File: config.mk
export PLATFORM = sky130hd
export DESIGN_NAME = signed_sum_accumulator
export DESIGN_NICKNAME = d
export VERILOG_FILES = /design/src/rtl/signed_sum_accumulator.sv
export SDC_FILE = /design/constraint.sdc
export NUM_CORES = 1
export LEC_CHECK = 0
export CELL_PAD_IN_SITES_DETAIL_PLACEMENT = 0
export CELL_PAD_IN_SITES_GLOBAL_PLACEMENT = 1
export CORE_MARGIN = 3
export CORE_UTILIZATION = 46
export CTS_BUF_LIST = sky130_fd_sc_hd__clkbuf_2
export CTS_CLUSTER_DIAMETER = 120
export DETAILED_ROUTE_END_ITERATION = 7
export DONT_BUFFER_PORTS = 1
export GPL_ROUTABILITY_DRIVEN = 1
export GPL_TIMING_DRIVEN = 1
export PLACE_DENSITY = 0.8
export SYNTH_ARGS = -nofsm -noshare
export SYNTH_HDL_FRONTEND = slang
export SYNTH_SLANG_ARGS = --single-unit
File: constraint.sdc
create_clock -name clk -period 3.4 [get_ports clk]
set_input_delay 0.85 -clock clk [delete_from_list [all_inputs] [get_ports clk]]
set_output_delay 0.85 -clock clk [all_outputs]
set_load 0.005 [all_outputs]
File: src/rtl/signed_sum_accumulator.sv
// signed_sum_accumulator
// Collects frames of COUNT signed sums with saturating accumulation and
// presents each frame total plus a sticky overflow flag on a valid/ready port.
module signed_sum_accumulator #(
  parameter int WIDTH = 32,
  parameter int COUNT = 4
) (
  input  logic             clk,
  input  logic             rst_n,
  input  logic             clear,
  input  logic [WIDTH-1:0] in_data,
  input  logic             in_valid,
  output logic             in_ready,
  output logic [WIDTH-1:0] out_data,
  output logic             out_ovf,
  output logic             out_valid,
  input  logic             out_ready
);

  localparam int CW = (COUNT > 1) ? $clog2(COUNT) : 1;
  localparam logic [CW-1:0] CNT_LAST = CW'(COUNT - 1);
  localparam logic [WIDTH-1:0] SAT_MAX = {1'b0, {(WIDTH-1){1'b1}}};
  localparam logic [WIDTH-1:0] SAT_MIN = {1'b1, {(WIDTH-1){1'b0}}};

  typedef enum logic {
    ACCUM = 1'b0,
    HOLD  = 1'b1
  } state_t;

  state_t           r_state;
  logic [WIDTH-1:0] r_acc;
  logic [CW-1:0]    r_cnt;
  logic             r_ovf;

  state_t           w_state_next;
  logic [WIDTH-1:0] w_acc_next;
  logic [CW-1:0]    w_cnt_next;
  logic             w_ovf_next;

  logic             w_in_xfer;
  logic             w_out_xfer;
  logic [WIDTH:0]   w_sum;
  logic             w_pos_ovf;
  logic             w_neg_ovf;
  logic [WIDTH-1:0] w_sat_sum;

  // Handshake decode; ready/valid come from state only.
  assign in_ready   = (r_state == ACCUM);
  assign out_valid  = (r_state == HOLD);
  assign out_data   = r_acc;
  assign out_ovf    = r_ovf;
  assign w_in_xfer  = in_valid & in_ready;
  assign w_out_xfer = out_valid & out_ready;

  // Sign-extended WIDTH+1 sum: the top two bits disagree exactly when the
  // WIDTH-bit result overflowed; bit WIDTH gives the true sign.
  assign w_sum     = {r_acc[WIDTH-1], r_acc} + {in_data[WIDTH-1], in_data};
  assign w_pos_ovf = ~w_sum[WIDTH] &  w_sum[WIDTH-1];
  assign w_neg_ovf =  w_sum[WIDTH] & ~w_sum[WIDTH-1];

  // Clamp to the representable range on overflow.
  always_comb begin
    w_sat_sum = w_sum[WIDTH-1:0];
    if (w_pos_ovf) begin
      w_sat_sum = SAT_MAX;
    end else if (w_neg_ovf) begin
      w_sat_sum = SAT_MIN;
    end
  end

  // Next-state and datapath update; clear overrides any transfer.
  always_comb begin
    w_state_next = r_state;
    w_acc_next   = r_acc;
    w_cnt_next   = r_cnt;
    w_ovf_next   = r_ovf;
    if (clear) begin
      w_state_next = ACCUM;
      w_acc_next   = '0;
      w_cnt_next   = '0;
      w_ovf_next   = 1'b0;
    end else begin
      case (r_state)
        ACCUM: begin
          if (w_in_xfer) begin
            w_acc_next = w_sat_sum;
            w_ovf_next = r_ovf | w_pos_ovf | w_neg_ovf;
            if (r_cnt == CNT_LAST) begin
              w_cnt_next   = '0;
              w_state_next = HOLD;
            end else begin
              w_cnt_next = r_cnt + 1'b1;
            end
          end
        end
        HOLD: begin
          if (w_out_xfer) begin
            w_acc_next   = '0;
            w_ovf_next   = 1'b0;
            w_state_next = ACCUM;
          end
        end
        default: begin
          w_state_next = ACCUM;
        end
      endcase
    end
  end

  // State and datapath registers with asynchronous reset.
  always_ff @(posedge clk or negedge rst_n) begin
    if (!rst_n) begin
      r_state <= ACCUM;
      r_acc   <= '0;
      r_cnt   <= '0;
      r_ovf   <= 1'b0;
    end else begin
      r_state <= w_state_next;
      r_acc   <= w_acc_next;
      r_cnt   <= w_cnt_next;
      r_ovf   <= w_ovf_next;
    end
  end

endmodule

==> results.sh <==
export IMPL_die_area_mm2=0.00868
export IMPL_wirelength_mm=9.49
export IMPL_viasPerCell=6.12
export IMPL_nNetsFinal=500
export IMPL_reg2regPathDepth=9
export IMPL_postCtsSetupBuffers=0
export IMPL_cpMostUsedCell="a21o_1"
export IMPL_gp_congestion=0.915
export IMPL_fin_cells=529
export IMPL_crit_type="flop to flop"
export IMPL_critPathArrivalTime_ns=3.42
export IMPL_r2r_setup_slack_ns=0.26
export IMPL_layout_drive_gt1_share_pct=16.7
export IMPL_worst_setup_path_end_kind="flop"
export IMPL_dieWidth_um=93.2
export IMPL_post_route_drc_count=0
export IMPL_portBuffers=0
export IMPL_path_clk_slew_ns=0.22
export IMPL_clock_latency_ns=0.40
export IMPL_rows=31
export IMPL_syn_inst=394
export IMPL_htreeDepth=2
export IMPL_ant_nets=0
export IMPL_fin_util_pct=53.0
export IMPL_reg2reg_to="out_data[13]"
export IMPL_dr_first_iter_drc_count=161
export IMPL_status="complete, no violations"
export IMPL_grt_pass1_wl_mm=15.3
export IMPL_firstDrtPassIters=5
export IMPL_place_hpwl_mm=7.53
export IMPL_dp_cells=521
export IMPL_ys_warn_count=0
export IMPL_rsz0062_at_grt="false"
export IMPL_synth_flop_cell="dfrtp_1"
export IMPL_grt_usage_pct=21.9
export IMPL_power_total_mw=3.25
export IMPL_r2r_start="out_data[19]"
export IMPL_setup_viol=0
export IMPL_ir_worst_vdd_v=0.000426
export IMPL_pin_count=72
export IMPL_hold_buffers=0
export IMPL_gr_total_overflow=0
export IMPL_clkSinkCount=36
export IMPL_power_density_mw_per_mm2=837
export IMPL_antenna_found_initial=0
export IMPL_cts_resized=0
export IMPL_finalHoldViolCount=0
export IMPL_fin_setup_tns_ns=0
export IMPL_cts_path_max_buffers=2
export IMPL_crit_slowest_cell="dfrtp_1"
export IMPL_yosysUniqueCellTypes=69
export IMPL_antenna_cells=0
export IMPL_crit_path_max_fanout=22
export IMPL_async_reset_ff_share_pct=100
export IMPL_core_mm2=0.00733
export IMPL_cts_buffers=5
export IMPL_cp_data_required_time_ns=3.68
export IMPL_cp_start_kind="flop"
export IMPL_die_h_um=93.2
export IMPL_tightest_slew_ns=0.603
export IMPL_p_leak_nw=1.89
export IMPL_fmax_mhz=319
export IMPL_finClkSkew_ns=0.0301
export IMPL_area_delta_synth_final_pct=11.2
export IMPL_syn_nets=465
export IMPL_cts_root_buf="clkbuf_2"
export IMPL_start_util_pct=47.7
export IMPL_finalCriticalPeriod_ns=3.14
export IMPL_syn_avg_cell_area_um2=8.87
export IMPL_ys_seq_area_share_pct=25.8
export IMPL_finalMaxSlewViolations=0
export IMPL_grt_max_degree=37
export IMPL_fin_crit_sh_pct=92.2
export IMPL_first_global_vias=3133
export IMPL_vias=3238
export IMPL_cts_tree="built"
export IMPL_synth_cell_area_mm2=0.00349
export IMPL_drv_cap=0
export IMPL_n_fill_cell=715
export IMPL_ys_ff_latch=36
export IMPL_crit_chain="ha_1 > a21o_1 > a221oi_1 > o21ai_0 > a21o_1 > nor3_1 > nor2_1 > o311a_4 > a221o_2"
export IMPL_max_stage_delay_ns=0.47
export IMPL_holdWs_ns=0.0979
export IMPL_max_slew_margin_pct=59.8
export IMPL_avgRoutedWirePerCell_um=17.9
export IMPL_synth_edf_count=0
export IMPL_hp_class="primary input to asynchronous set/reset pin"
==> metal layers <==
metal | up-vias | global-route usage [%] | share of wire (%)
met4 | 0 | 3.79 | 0.76
met1 | 1537 | 29.2 | 48
met5 | - | 0 | 0
li1 | 1586 | - | -
met3 | 8 | 5.39 | 6.6
met2 | 107 | 36.2 | 45
==> worst max-delay path by stage <==
stage,startpoint,endpoint,cells past startpoint
3_3_place_gp,in_data[16],out_data[11],9
6_report,out_data[19],out_data[13],9
5_1_grt,out_data[20],out_data[13],9
3_5_place_dp,in_data[16],out_data[13],9
4_1_cts,out_data[20],out_data[13],9
2_1_floorplan,in_data[22],out_data[28],12
==> state kept, by name, summed over array words and instances (netlist names) <==
register	count
out_data	32
out_ovf	1
out_valid	1
r_cnt	2
==> cell families after synthesis <==
group,synth area share (%)
compound gates,33.4
simple gates,15.9
flops,25.8
fa+ha+maj,12.4
buf+inv,6.70
xor+xnor,5.51
mux,0.286
==> area by class of cell <==
type	instances	area, µm²	share of cell area, %
clock buffer	6	30.0	0.772
clock inverter	2	35.0	0.901
inverter	12	45.0	1.16
multi-input combinational	325	2360	60.7
sequential	36	901	23.2
tap	99	124	3.19
timing repair buffer	49	393	10.1
==> worst max-delay path, delay by kind of cell, from the launching register on <==
kind                     cells  cell delay [ns]
flip-flops                   1             0.47
AND/OR/NAND/NOR              2             0.47
adder cells (fa/ha/maj)      1             0.34
AO/OA/AOI/OAI                6             1.74
==> power by group <==
group	switching, mW	total (mW)	internal (mW)
Sequential	0.187	0.772	0.585
Combinational	1.14	2.20	1.06
Clock	0.159	0.286	0.127
==> stage by stage <==
stage | setup slack, ns | area, µm²
after CTS | 0.281 | 3890
final | 0.264 | 3890
after detailed placement | -0.0892 | 3820
after global routing | 0.114 | 3890
after global placement | -0.0714 | 3820
after floorplan | 0.0308 | 3490
==> cells in the mapped netlist (all sizes together) (7+ instances only) <==
cell | count | area, µm²
clkbuf | 9 | 53.8
a211oi | 13 | 97.6
nor3 | 14 | 70.1
nor2 | 26 | 105
a21oi | 30 | 150
xor2 | 9 | 78.8
xnor2 | 13 | 114
buf | 10 | 92.6
o211ai | 7 | 52.6
a21o | 20 | 150
dfrtp | 36 | 901
a221o | 23 | 233
nand2 | 28 | 105
ha | 33 | 413
o21ai | 29 | 145
inv | 12 | 45.0
==> cells in the final DEF (no fill, tap or decap), types with 2 or more instances in the layout <==
cell / instances
buf_4: 47
dfrtp_1: 36
ha_1: 33
a21oi_1: 30
o21ai_0: 28
nand2_1: 28
nor2_1: 25
a221o_1: 21
a21o_1: 20
nor3_1: 14
a211oi_1: 13
xnor2_1: 13
inv_1: 12
xor2_1: 9
o211ai_1: 7
a31oi_1: 6
clkbuf_2: 6
a211o_1: 5
o21bai_1: 5
nand3_1: 5
nand2b_1: 4
nand4_1: 3
nor4_1: 3
nor2b_1: 3
and2b_2: 2
nand3b_1: 2
or4_1: 2
and3_1: 2
a221oi_1: 2
and2_1: 2
o31ai_1: 2
a311oi_1: 2
a41oi_1: 2
a221o_2: 2
buf_12: 2
No activity file was read; power rests on OpenSTA's default activity.
